--- src/rtl/crc_pkg.sv ---
// Shared types and defaults for the bit-serial CRC framer path.
package crc_pkg;

  localparam int DATA_W_DEFAULT = 6;
  localparam int CRC_W_DEFAULT  = 3;
  localparam logic [3:0] CRC_POLY_DEFAULT = 4'b1011;

  typedef enum logic [1:0] {
    IDLE = 2'd0,
    DATA = 2'd1,
    CRC  = 2'd2
  } state_e;

  // Counter must hold the larger of DATA_W-1 and CRC_W-1.
  function automatic int cnt_width(input int data_w, input int crc_w);
    int m;
    m = (data_w > crc_w) ? data_w : crc_w;
    return (m < 2) ? 1 : $clog2(m);
  endfunction

endpackage

--- src/rtl/crc_lfsr_step.sv ---
// One-bit CRC LFSR update in GF(2): shifts r left and folds in poly when feedback is set.
module crc_lfsr_step #(
  parameter int CRC_W = 3
) (
  input  logic [CRC_W-1:0] r,
  input  logic             b,
  input  logic [CRC_W-1:0] poly,
  output logic [CRC_W-1:0] r_next
);

  logic fb;

  assign fb     = r[CRC_W-1] ^ b;
  assign r_next = {r[CRC_W-2:0], 1'b0} ^ (fb ? poly : '0);

endmodule

--- src/rtl/crc_serial_tx.sv ---
// Bit-serial framer: sends {payload, crc} MSB first, computing the CRC on the fly.
module crc_serial_tx
  import crc_pkg::*;
#(
  parameter int DATA_W = DATA_W_DEFAULT,
  parameter int CRC_W  = CRC_W_DEFAULT
) (
  input  logic              clk,
  input  logic              rst,
  input  logic              in_valid,
  output logic              in_ready,
  input  logic [DATA_W-1:0] in_data,
  input  logic [CRC_W:0]    genpoly,
  output logic              ser_valid,
  input  logic              ser_ready,
  output logic              ser_bit,
  output logic              ser_last,
  output logic              frame_done,
  output logic [CRC_W-1:0]  crc_out
);

  localparam int CNT_W = cnt_width(DATA_W, CRC_W);

  state_e             state_q, state_d;
  logic [DATA_W-1:0]  shift_q, shift_d;
  logic [CRC_W-1:0]   poly_q, poly_d;
  logic [CRC_W-1:0]   r_q, r_d;
  logic [CRC_W-1:0]   crc_hold_q, crc_hold_d;
  logic [CRC_W-1:0]   crc_out_q, crc_out_d;
  logic [CNT_W-1:0]   cnt_q, cnt_d;
  logic               done_q, done_d;
  logic [CRC_W-1:0]   r_step;

  crc_lfsr_step #(.CRC_W(CRC_W)) u_lfsr_step (
    .r      (r_q),
    .b      (shift_q[DATA_W-1]),
    .poly   (poly_q),
    .r_next (r_step)
  );

  always_comb begin
    // NOTE: every output of this block gets a default first so no path leaves it unassigned (no latches).
    state_d    = state_q;
    shift_d    = shift_q;
    poly_d     = poly_q;
    r_d        = r_q;
    crc_hold_d = crc_hold_q;
    crc_out_d  = crc_out_q;
    cnt_d      = cnt_q;
    done_d     = 1'b0;
    in_ready   = 1'b0;
    ser_valid  = 1'b0;
    ser_bit    = 1'b0;
    ser_last   = 1'b0;

    unique case (state_q)
      IDLE: begin
        in_ready = 1'b1;
        if (in_valid) begin
          shift_d = in_data;
          poly_d  = genpoly[CRC_W-1:0];
          r_d     = '0;
          cnt_d   = CNT_W'(DATA_W - 1);
          state_d = DATA;
        end
      end
      DATA: begin
        ser_valid = 1'b1;
        ser_bit   = shift_q[DATA_W-1];
        if (ser_ready) begin
          r_d     = r_step;
          shift_d = shift_q << 1;
          if (cnt_q == '0) begin
            // Snapshot the finished CRC; r_q is consumed bit by bit during CRC.
            crc_hold_d = r_step;
            cnt_d      = CNT_W'(CRC_W - 1);
            state_d    = CRC;
          end else begin
            cnt_d = cnt_q - 1'b1;
          end
        end
      end
      CRC: begin
        ser_valid = 1'b1;
        ser_bit   = r_q[CRC_W-1];
        ser_last  = (cnt_q == '0);
        if (ser_ready) begin
          r_d = {r_q[CRC_W-2:0], 1'b0};
          if (cnt_q == '0) begin
            crc_out_d = crc_hold_q;
            done_d    = 1'b1;
            state_d   = IDLE;
          end else begin
            cnt_d = cnt_q - 1'b1;
          end
        end
      end
      default: state_d = IDLE;
    endcase
  end

  // NOTE: state registers use non-blocking assignments so all flops update together at the edge.
  always_ff @(posedge clk) begin
    if (rst) begin
      state_q    <= IDLE;
      shift_q    <= '0;
      poly_q     <= '0;
      r_q        <= '0;
      crc_hold_q <= '0;
      crc_out_q  <= '0;
      cnt_q      <= '0;
      done_q     <= 1'b0;
    end else begin
      state_q    <= state_d;
      shift_q    <= shift_d;
      poly_q     <= poly_d;
      r_q        <= r_d;
      crc_hold_q <= crc_hold_d;
      crc_out_q  <= crc_out_d;
      cnt_q      <= cnt_d;
      done_q     <= done_d;
    end
  end

  assign frame_done = done_q;
  assign crc_out    = crc_out_q;

endmodule

--- config.mk ---
export PLATFORM = sky130hd
export DESIGN_NAME = crc_serial_tx
export DESIGN_NICKNAME = d
export VERILOG_FILES = /design/src/rtl/crc_pkg.sv /design/src/rtl/crc_lfsr_step.sv /design/src/rtl/crc_serial_tx.sv
export SDC_FILE = /design/constraint.sdc
export NUM_CORES = 1
export LEC_CHECK = 0
export BUFFER_PORTS_ARGS = -buffer_cell sky130_fd_sc_hd__buf_2
export CAP_MARGIN = 20
export CORE_UTILIZATION = 55
export CTS_CLUSTER_SIZE = 28
export DETAILED_ROUTE_END_ITERATION = 16
export HOLD_SLACK_MARGIN = 0.1
export PLACE_DENSITY = 0.79
export SETUP_SLACK_MARGIN = 0.3
export SYNTH_ARGS = -nofsm -noshare
export SYNTH_HDL_FRONTEND = slang
export SYNTH_HIERARCHICAL = 1
export SYNTH_SLANG_ARGS = --single-unit
--- constraint.sdc ---
create_clock -name clk -period 3.05 [get_ports clk]
set_input_delay 0.4575 -clock clk [delete_from_list [all_inputs] [get_ports clk]]
set_output_delay 0.4575 -clock clk [all_outputs]
set_load 0.01 [all_outputs]
### Word-level counts from Yosys, hierarchy flattened

Index checks and enable logic that the tools add are counted.

| word-level totals | value |
|---|---|
| register bits after elaboration | 24 |
| input bits | 14 |
| word-level logic and storage cells | 59 |

| cells by class | value |
|---|---|
| add/subtract/negate cells | 1 |
| equal/unequal tests | 8 |
| multiplexer cells | 25 |
| bitwise operators | 4 |
| reductions and logical operators | 13 |

Operator list:

| kind | count |
|---|---|
| 3-bit two-way mux | 9 |
| 3-bit case mux with 3 select lines | 2 |
| 6-bit two-way mux | 2 |
| 2-bit inequality test, second input constant | 6 |
| 6-bit case mux with 2 select lines | 1 |
| 2-bit two-way mux | 5 |
| 5-bit AND reduction | 2 |
| 3-bit AND reduction | 3 |
| 2-bit case mux with 3 select lines | 1 |
| 1-bit two-way mux | 4 |
| 4-bit AND reduction | 1 |
| 3-bit logical NOT | 1 |
| 3-bit nonzero test | 1 |
| 3-bit OR reduction | 1 |
| 3-bit by 1-bit subtractor with 3-bit output, second input constant | 1 |
| 3-bit XOR | 1 |
| 2-bit by 1-bit == test with 1-bit output, second input constant | 1 |
| 2-bit == test, second input constant | 1 |
| 2-bit logical NOT | 1 |
| 1-bit inverter | 2 |
| 1-bit case mux with 2 select lines | 1 |
| 2-bit AND reduction | 1 |
| 2-bit nonzero test | 1 |
| 2-bit OR reduction | 1 |
| 1-bit XOR | 1 |

### Depth between registers and ports, before layout

Gate-level depths: netlist (run 1).

| logic depth | value |
|---|---|
| depth in word-level cells | 5 |
| depth in mapped cells | 7 |
| mapped depth without buffers | 6 |

### Hierarchy

Netlist (run 1), hierarchy kept.

By module, submodules not included:

| module | instances | cells each | area each (um^2) |
|---|---|---|---|
| crc_serial_tx | 1 | 131 | 1219.9 |
| crc_lfsr_step | 1 | 6 | 41.3 |

### Worst setup path after synthesis (run 1)

OpenSTA, ideal clock, no wires.

| path | value |
|---|---|
| path type | reg-to-reg |
| start point | register state_q[0] |
| end point | register cnt_q[0] |
| library setup time | 116 ps |
| arrival time | 1585 ps |
| required time | 2934 ps |
| setup slack | 1348 ps |
| cell stages (with the launch flop) | 8 |
| buffers on the path | 1 |
| clock period less this slack | 1702 ps |
| cell sequence | dfxtp_1 inv_1 ha_1 buf_4 and3b_4 nor4_4 o211ai_1 o211a_1 |

| on the way | value |
|---|---|
| longest elaborated chain between the ends | 3 |
| elaborated cells on any way between the ends | 10 |
| those cells by class | eq/ne: 6; mux: 1; reduce/logical: 3 |

Ends and longest elaborated chain:

| item | RTL line | RTL |
|---|---|---|
| start: declaration | crc_serial_tx.sv:24 | `state_e state_q, state_d;` |
| start signal: assignment | crc_serial_tx.sv:114 | `state_q <= state_d;` |
| 2-bit == test, or another cell as far along | crc_serial_tx.sv:56 | `unique case (state_q)` |
| 2-bit inequality test (no line) or 3-bit nonzero test (tied branches) | n/a |  |
| 5-bit AND reduction (no line) | n/a |  |
| end signal: assignment | crc_serial_tx.sv:120 | `cnt_q <= cnt_d;` |
| end: declaration | crc_serial_tx.sv:30 | `logic [CNT_W-1:0] cnt_q, cnt_d;` |

Several ways; a longest one is shown, not always the timed one.
A chain may end at the register's enable or synchronous reset.

### Worst setup path after layout (run 1)

| path | value |
|---|---|
| start point | register state_q[1] |
| end point | output ser_bit |

| on the way | value |
|---|---|
| longest elaborated chain between the ends | 2 |
| elaborated cells on any way between the ends | 3 |
| those cells by class | eq/ne: 2; mux: 1 |

Ends and longest elaborated chain:

| item | RTL line | RTL |
|---|---|---|
| 2-bit == test or 2-bit by 1-bit == test with 1-bit output (tied branches) | crc_serial_tx.sv:56 |  |
| 1-bit case mux with 2 select lines (*) | crc_serial_tx.sv:56 |  |
| end: declaration | crc_serial_tx.sv:16 | `output logic ser_bit,` |

Every way passes the cells marked *; elsewhere a longest branch is shown, timed or not.

==> key figures, run 1 <==
Status
  • Status: completed

Clocking
  • Clk sinks: 24
  • Post_cts resized: 0
  • TritonCTS Buffers: 3
  • Post-CTS Setup Inserts: 0
  • Clk buf depth: 2
  • Clock latency on the worst-skew pair: ~0.32 ns
  • Root buffer cell: clkbuf_4
  • # H-tree levels: 1
  • CTS Hold Bufs: 0
  • Clock transition at path regs: approximately 0.13 ns
  • TritonCTS clock tree: yes

Final layout
  • Inserted Diodes: 0
  • Storage element area: 480.5 um2
  • Commonest non-fill, non-tap cell in the layout: dfxtp_1
  • Area occupied by multi-input gates: between 700 and 800 um2
  • Area grow syn2layout: 13.39%
  • Fill count: 175
  • Most frequent cells in the layout: dfxtp_1 (24), buf_2 (20), nor2_1 (15)
  • Share of layout cells above drive strength 1: 0.2038
  • Final #Nets: 181
  • Fin util: 0.6936

Floorplan
  • Die height: between 40 and 50 um
  • Die area: 0.002489 mm2
  • Die Width: 49.89 um
  • Row cnt: 16
  • Starting density of the core: 0.6117
  • Top-Level Pins: 22
  • Core Region: 0.002062 mm2

Timing
  • Worst-Margin Slew: 0.6623 ns
  • Final max-slew violation count: 0
  • Clk_skew: 0.001575 ns
  • Fin crit share: 0.6896
  • Setup Viol. Count Final: 0
  • Hold Vio Cnt, Final: 0
  • Post-route minimum period: about 2.1 ns
  • Max_slew headroom: 0.5568
  • Max Clock Freq: 475.5 MHz
  • Setup_tns: 0 ns
  • RSZ-0062 raised after global routing: false
  • Setup WS post-layout: approximately 0.95 ns

Critical path
  • R2R depth: 6
  • Reg2reg end: shift_q[4]
  • Critical path required time: 2.59 ns
  • Crit Path Max Fanout: 7
  • Startpoint types: flop
  • CP Data Arrival Time: 1.65 ns
  • Crit end category: primary output
  • Flop2flop setup slack: 1.02 ns
  • Critical path class: reg -> out
  • Reg-to-Reg Start: state_q[0]

Placement
  • RePlAce Congestion: 0.7617
  • I/O Buffers: 20
  • DP Worst Slack: 1.059 ns
  • Detailed Place HPWL: 1792 um

Global routing
  • First-pass GRT wire length: 4333 um
  • Total GRT Usage: 0.2314
  • Grt ovf: 0
  • Vias in the first global route: 983
  • Initial antenna violation count: 0
  • Largest net degree at the start of global routing: 24

Detailed routing
  • Routed len/inst: 13.13 um
  • Vias per cell: 5.571
  • 1st-pass router iterations: 4
  • Post-route ant nets: 0
  • DRC viols: 0
  • DRT Wirelength: 2415 um
  • Initial DRC count: 7
  • Routed via count: 1025

Worst hold path
  • Min-delay src: genpoly[2]
  • HP Class: in -> reg
  • WHS Path Cells: 3
  • Worst Hold End: poly_q[2]

Pwr
  • Peak supply drop: 0.7421 mV
  • PnR Total Power: ~0.0012 W
  • Pleak: 0.6325 nW
  • Power Density: 821.0 mW/mm2

Synthesis
  • Synthesized net count: 160
  • Post-synthesis cell count: about 140
  • Average size of a mapped cell: ~9.2 um2
  • Count of cell types in the netlist: 36
  • Synthesized area: ~0.0013 mm2
  • Yosys warnings: 6
  • FF+latch count, synth: 24
  • Sequential area share after synthesis: 0.3810

Run
  • Max-cap violations: 0
how the worst max path moves through the flow:
stage          startpoint         end  slack, ns  depth (start not counted)
6_report       state_q[1]     ser_bit       0.95                          4
5_1_grt        state_q[1]     ser_bit       0.82                          4
4_1_cts        state_q[0]    ser_last       0.94                          4
3_5_place_dp   state_q[0]  shift_q[4]       1.06                          6
3_3_place_gp   state_q[1]  shift_q[3]       1.18                          6
2_1_floorplan  state_q[0]    cnt_q[0]       1.35                          7
stage by stage:
| step | cells | area (um2) | hold WS, ns |
|---|---|---|---|
| final | 184 | 1430 | 0.3789 |
| after global routing | 184 | 1430 | 0.3645 |
| after global placement | 180 | 1378 | 0.4457 |
| after CTS | 184 | 1430 | 0.3692 |
| after floorplan | 137 | 1261 | 0.4317 |
| after detailed placement | 180 | 1378 | 0.4561 |
worst max-delay path, stage by stage (launching register included):
cell     delay, ns
dfxtp_1       0.44
inv_1         0.13
ha_1          0.45
nor2b_1       0.17
buf_2         0.14
layout make-up:
cell class	instances	share of cell area
multi-input cells	103	0.5153
flip-flops and latches	24	0.3360
repair buffers	21	0.07524
well taps	27	0.02362
clock inverters	1	0.02100
clock buffers	3	0.01575
inverters	5	0.01312
routing by layer:
layer | up-vias | GRT usage | part of all wire
li1 | 527 | - | -
met4 | 0 | 0.1000 | 0.020
met1 | 478 | 0.2884 | 0.47
met3 | 5 | 0.03704 | 0.023
met5 | - | 0 | 0
met2 | 15 | 0.3896 | 0.48
Yosys cell counts, drive strengths merged:
library cell / number / area share
a211oi: 5 / 0.030
and4: 1 / 0.0069
nor2: 16 / 0.050
xor2: 1 / 0.0069
a21oi: 12 / 0.048
a2111oi: 1 / 0.0069
nor2b: 2 / 0.0099
inv: 5 / 0.015
a22oi: 1 / 0.0060
and2: 1 / 0.0060
clkbuf: 2 / 0.0060
mux2i: 12 / 0.095
dfxtp: 24 / 0.38
nand3: 8 / 0.032
a211o: 2 / 0.014
buf: 3 / 0.014
o21ai: 2 / 0.0079
nand2b: 6 / 0.030
nand2: 8 / 0.024
and2b: 2 / 0.014
o21ba: 1 / 0.0079
nand4: 1 / 0.0050
nor4: 1 / 0.017
nand3b: 1 / 0.0060
and3b: 1 / 0.0099
a311oi: 1 / 0.0069
ha: 9 / 0.089
o211ai: 1 / 0.0060
o211a: 1 / 0.0079
nor3: 1 / 0.0079
xnor2: 2 / 0.014
o2111ai: 1 / 0.0069
a22o: 2 / 0.014
registers in the layout, summed over array words and instances (netlist names):
signal and flops:
cnt_q 3, r_q 3, poly_q 3, crc_hold_q 3, shift_q 6, crc_out 3
frame_done 1, state_q 2
report_power, final:
| group | leakage [nW] | internal (W) | switching [W] |
|---|---|---|---|
| logic | 0.409 | 0.000217 | 0.000307 |
| registers | 0.196 | 0.000375 | 0.0000443 |
| clock network | 0.0279 | 0.000133 | 0.0000982 |
| total | 0.633 | 0.000725 | 0.000449 |
logic make-up after synthesis:
family	after synthesis	share of synthesized area
AND/OR/NAND/NOR	49	0.2173
XOR/XNOR	3	0.02084
flip-flops	24	0.3810
buffers and inverters	10	0.03473
adder cells (fa/ha/maj)	9	0.08929
AO/OA/AOI/OAI	30	0.1617
multiplexers	12	0.09524
Note: power is estimated with default switching activity, not from simulation.
==> inputs of run 2 (changes only) <==
--- a/config.mk
+++ b/config.mk
@@ -7,11 +7,11 @@
 export LEC_CHECK = 0
 export BUFFER_PORTS_ARGS = -buffer_cell sky130_fd_sc_hd__buf_2
 export CAP_MARGIN = 20
-export CORE_UTILIZATION = 55
+export CORE_UTILIZATION = 49
 export CTS_CLUSTER_SIZE = 28
 export DETAILED_ROUTE_END_ITERATION = 16
 export HOLD_SLACK_MARGIN = 0.1
-export PLACE_DENSITY = 0.79
+export PLACE_DENSITY = 0.74
 export SETUP_SLACK_MARGIN = 0.3
 export SYNTH_ARGS = -nofsm -noshare
 export SYNTH_HDL_FRONTEND = slang
==> constraint.sdc (replaced) <==
create_clock -name clk -period 1.9 [get_ports clk]
set_input_delay 0.285 -clock clk [delete_from_list [all_inputs] [get_ports clk]]
set_output_delay 0.285 -clock clk [all_outputs]
set_load 0.01 [all_outputs]
==> run 2 against run 1 <==
  * Largest power group unchanged
  * Highest routed layer unchanged
  * Combinational power rose by 130%
  * First-iteration DRC count rose to 7.1 times the previous value
  * Final area rose by 17%
  * Utilization fell by 1.2 points
  * Register-to-register slack got worse by 0.79 ns
  * Sequential share of layout area fell by 4.4 points
  * Sequential power rose by 65%
  * Global-route usage fell by 0.81 points
  * Clock skew rose by 0.0017 ns
==> key figures, run 2 (same netlist as run 1, synthesis figures left out) <==
Status
  • Status: completed

Final layout
  • Final #Nets: 195
  • Most flops, register: shift_q
  • Max FFs per register: 6
  • Final Cell Area: 0.001673 mm2
  • Inserted Diodes: 0
  • Most frequent cells in the layout: dfxtp_1 (21), buf_2 (19), nor2_1 (15)
  • Area grow syn2layout: 32.64%
  • Commonest non-fill, non-tap cell in the layout: dfxtp_1
  • Share of layout cells above drive strength 1: 0.3626

Critical path
  • Crit Path Max Fanout: 5
  • Critical path required time: 1.62 ns
  • CP Data Arrival Time: between 1 and 1.5 ns
  • Startpoint types: flop
  • Critical path class: reg -> out
  • Crit end category: primary output

Worst hold path
  • HP Class: in -> reg

Placement
  • I/O Buffers: 20
  • Detailed Place HPWL: 1779 um
  • RePlAce Congestion: 0.8214
  • Area after DPL: 0.001393 mm2
  • DP Worst Slack: 0.1539 ns

Global routing
  • Met1 usage: 0.2753
  • Vias in the first global route: roughly 1100
  • Met3 usage: 0.02319
  • Grt ovf: 0
  • Busiest grt layer: met2
  • First-pass GRT wire length: 4629 um
  • Met2 Track Usage GR: 0.3924
  • Largest net degree at the start of global routing: 24
  • Total GRT Usage: 0.2234
  • Initial antenna violation count: 0

Timing
  • RSZ-0062 raised after global routing: true
  • Max Clock Freq: approximately 580 MHz
  • Fin crit share: 0.9103
  • Setup Viol. Count Final: 0
  • Max_slew headroom: 0.7099
  • Post-route minimum period: 1.730 ns
  • Setup WS post-layout: 0.1704 ns
  • Final max-slew violation count: 0
  • Hold Vio Cnt, Final: 0
  • Worst-Margin Slew: 0.4351 ns
  • Setup_tns: 0 ns
  • Clk_skew: 0.003290 ns

Clocking
  • Clk sinks: 24
  • Clock transition at path regs: 0.14 ns
  • TritonCTS Buffers: 3
  • TritonCTS clock tree: yes
  • Root buffer cell: clkbuf_4
  • # H-tree levels: 1
  • Clk buf depth: 2
  • Clock latency on the worst-skew pair: between 0.3 and 0.4 ns

Pwr
  • Peak supply drop: 0.9040 mV
  • Pleak: just over 0.7 nW
  • PnR Total Power: 0.002282 W
  • Power Density: 1364 mW/mm2

Detailed routing
  • Post-route ant nets: 0
  • DRC viols: 0
  • 1st-pass router iterations: 4
  • Routed via count: 1158
  • DRT Wirelength: 2996 um
  • Initial DRC count: 50
  • Routed len/inst: 14.91 um
  • Vias per cell: 5.761

Floorplan
  • Die area: 0.002781 mm2
  • Top-Level Pins: 22
  • Starting density of the core: 0.5138
  • Die height: 52.74 um
  • Row cnt: 18
  • Core Region: 0.002455 mm2
  • Die Width: 52.74 um

Run
  • Max-cap violations: 0
## run 2: what timing repair did
item / CTS / global route
hold buffers: 0 / 0
setup buffers: 7 / 6
resized for setup: 16 / 13
endpoints found under the setup margin: 16 / 18
endpoints found under the hold margin: 0 / 0
pin swaps: 4 / 8
## run 2: routing by layer
layer	wire, um	up-vias
li1	-	557
met5	0	-
met2	1553	40
met3	128	9
met1	1249	552
met4	65	0
## run 2: where the power goes
group,switching [W],internal [W]
combinational,0.000617,0.000593
sequential,0.0000805,0.000611
clock,0.000168,0.000214
total,0.000865,0.00142
## run 2: per-stage QoR
step / std cells / hold slack [ns] / utilization
finish: 201 / 0.1858 / 0.6814
global route: 201 / 0.1890 / 0.6814
CTS: 195 / 0.1957 / 0.6356
detailed placement: 184 / 0.4510 / 0.5673
global placement: 184 / 0.4482 / 0.5673
floorplan: 137 / 0.3606 / -
## run 2: layout make-up
cell class	instances	area, um2
Clock buffer	3	22.52
Clock inverter	1	30.03
Fill cell	185	782.0
Inverter	5	26.28
Multi-Input combinational cell	103	844.6
Sequential cell	24	489.2
Tap cell	30	37.54
Timing Repair Buffer	35	222.7
## run 2: worst paths after layout
path,start,to,slack [ns],depth (start not counted)
setup / recovery,state_q[0],ser_bit,0.17,5
hold / removal,genpoly[0],poly_q[0],0.19,3
setup reg to reg,state_q[0],cnt_q[1],0.23,6
hold reg to reg,poly_q[1],poly_q[1],0.47,2
## run 2: worst max-delay path, stage by stage (launching register included)
cell     delay [ns]
dfxtp_4        0.39
buf_4          0.14
ha_4           0.18
a22oi_1        0.18
nor2b_1        0.09
buf_2          0.14
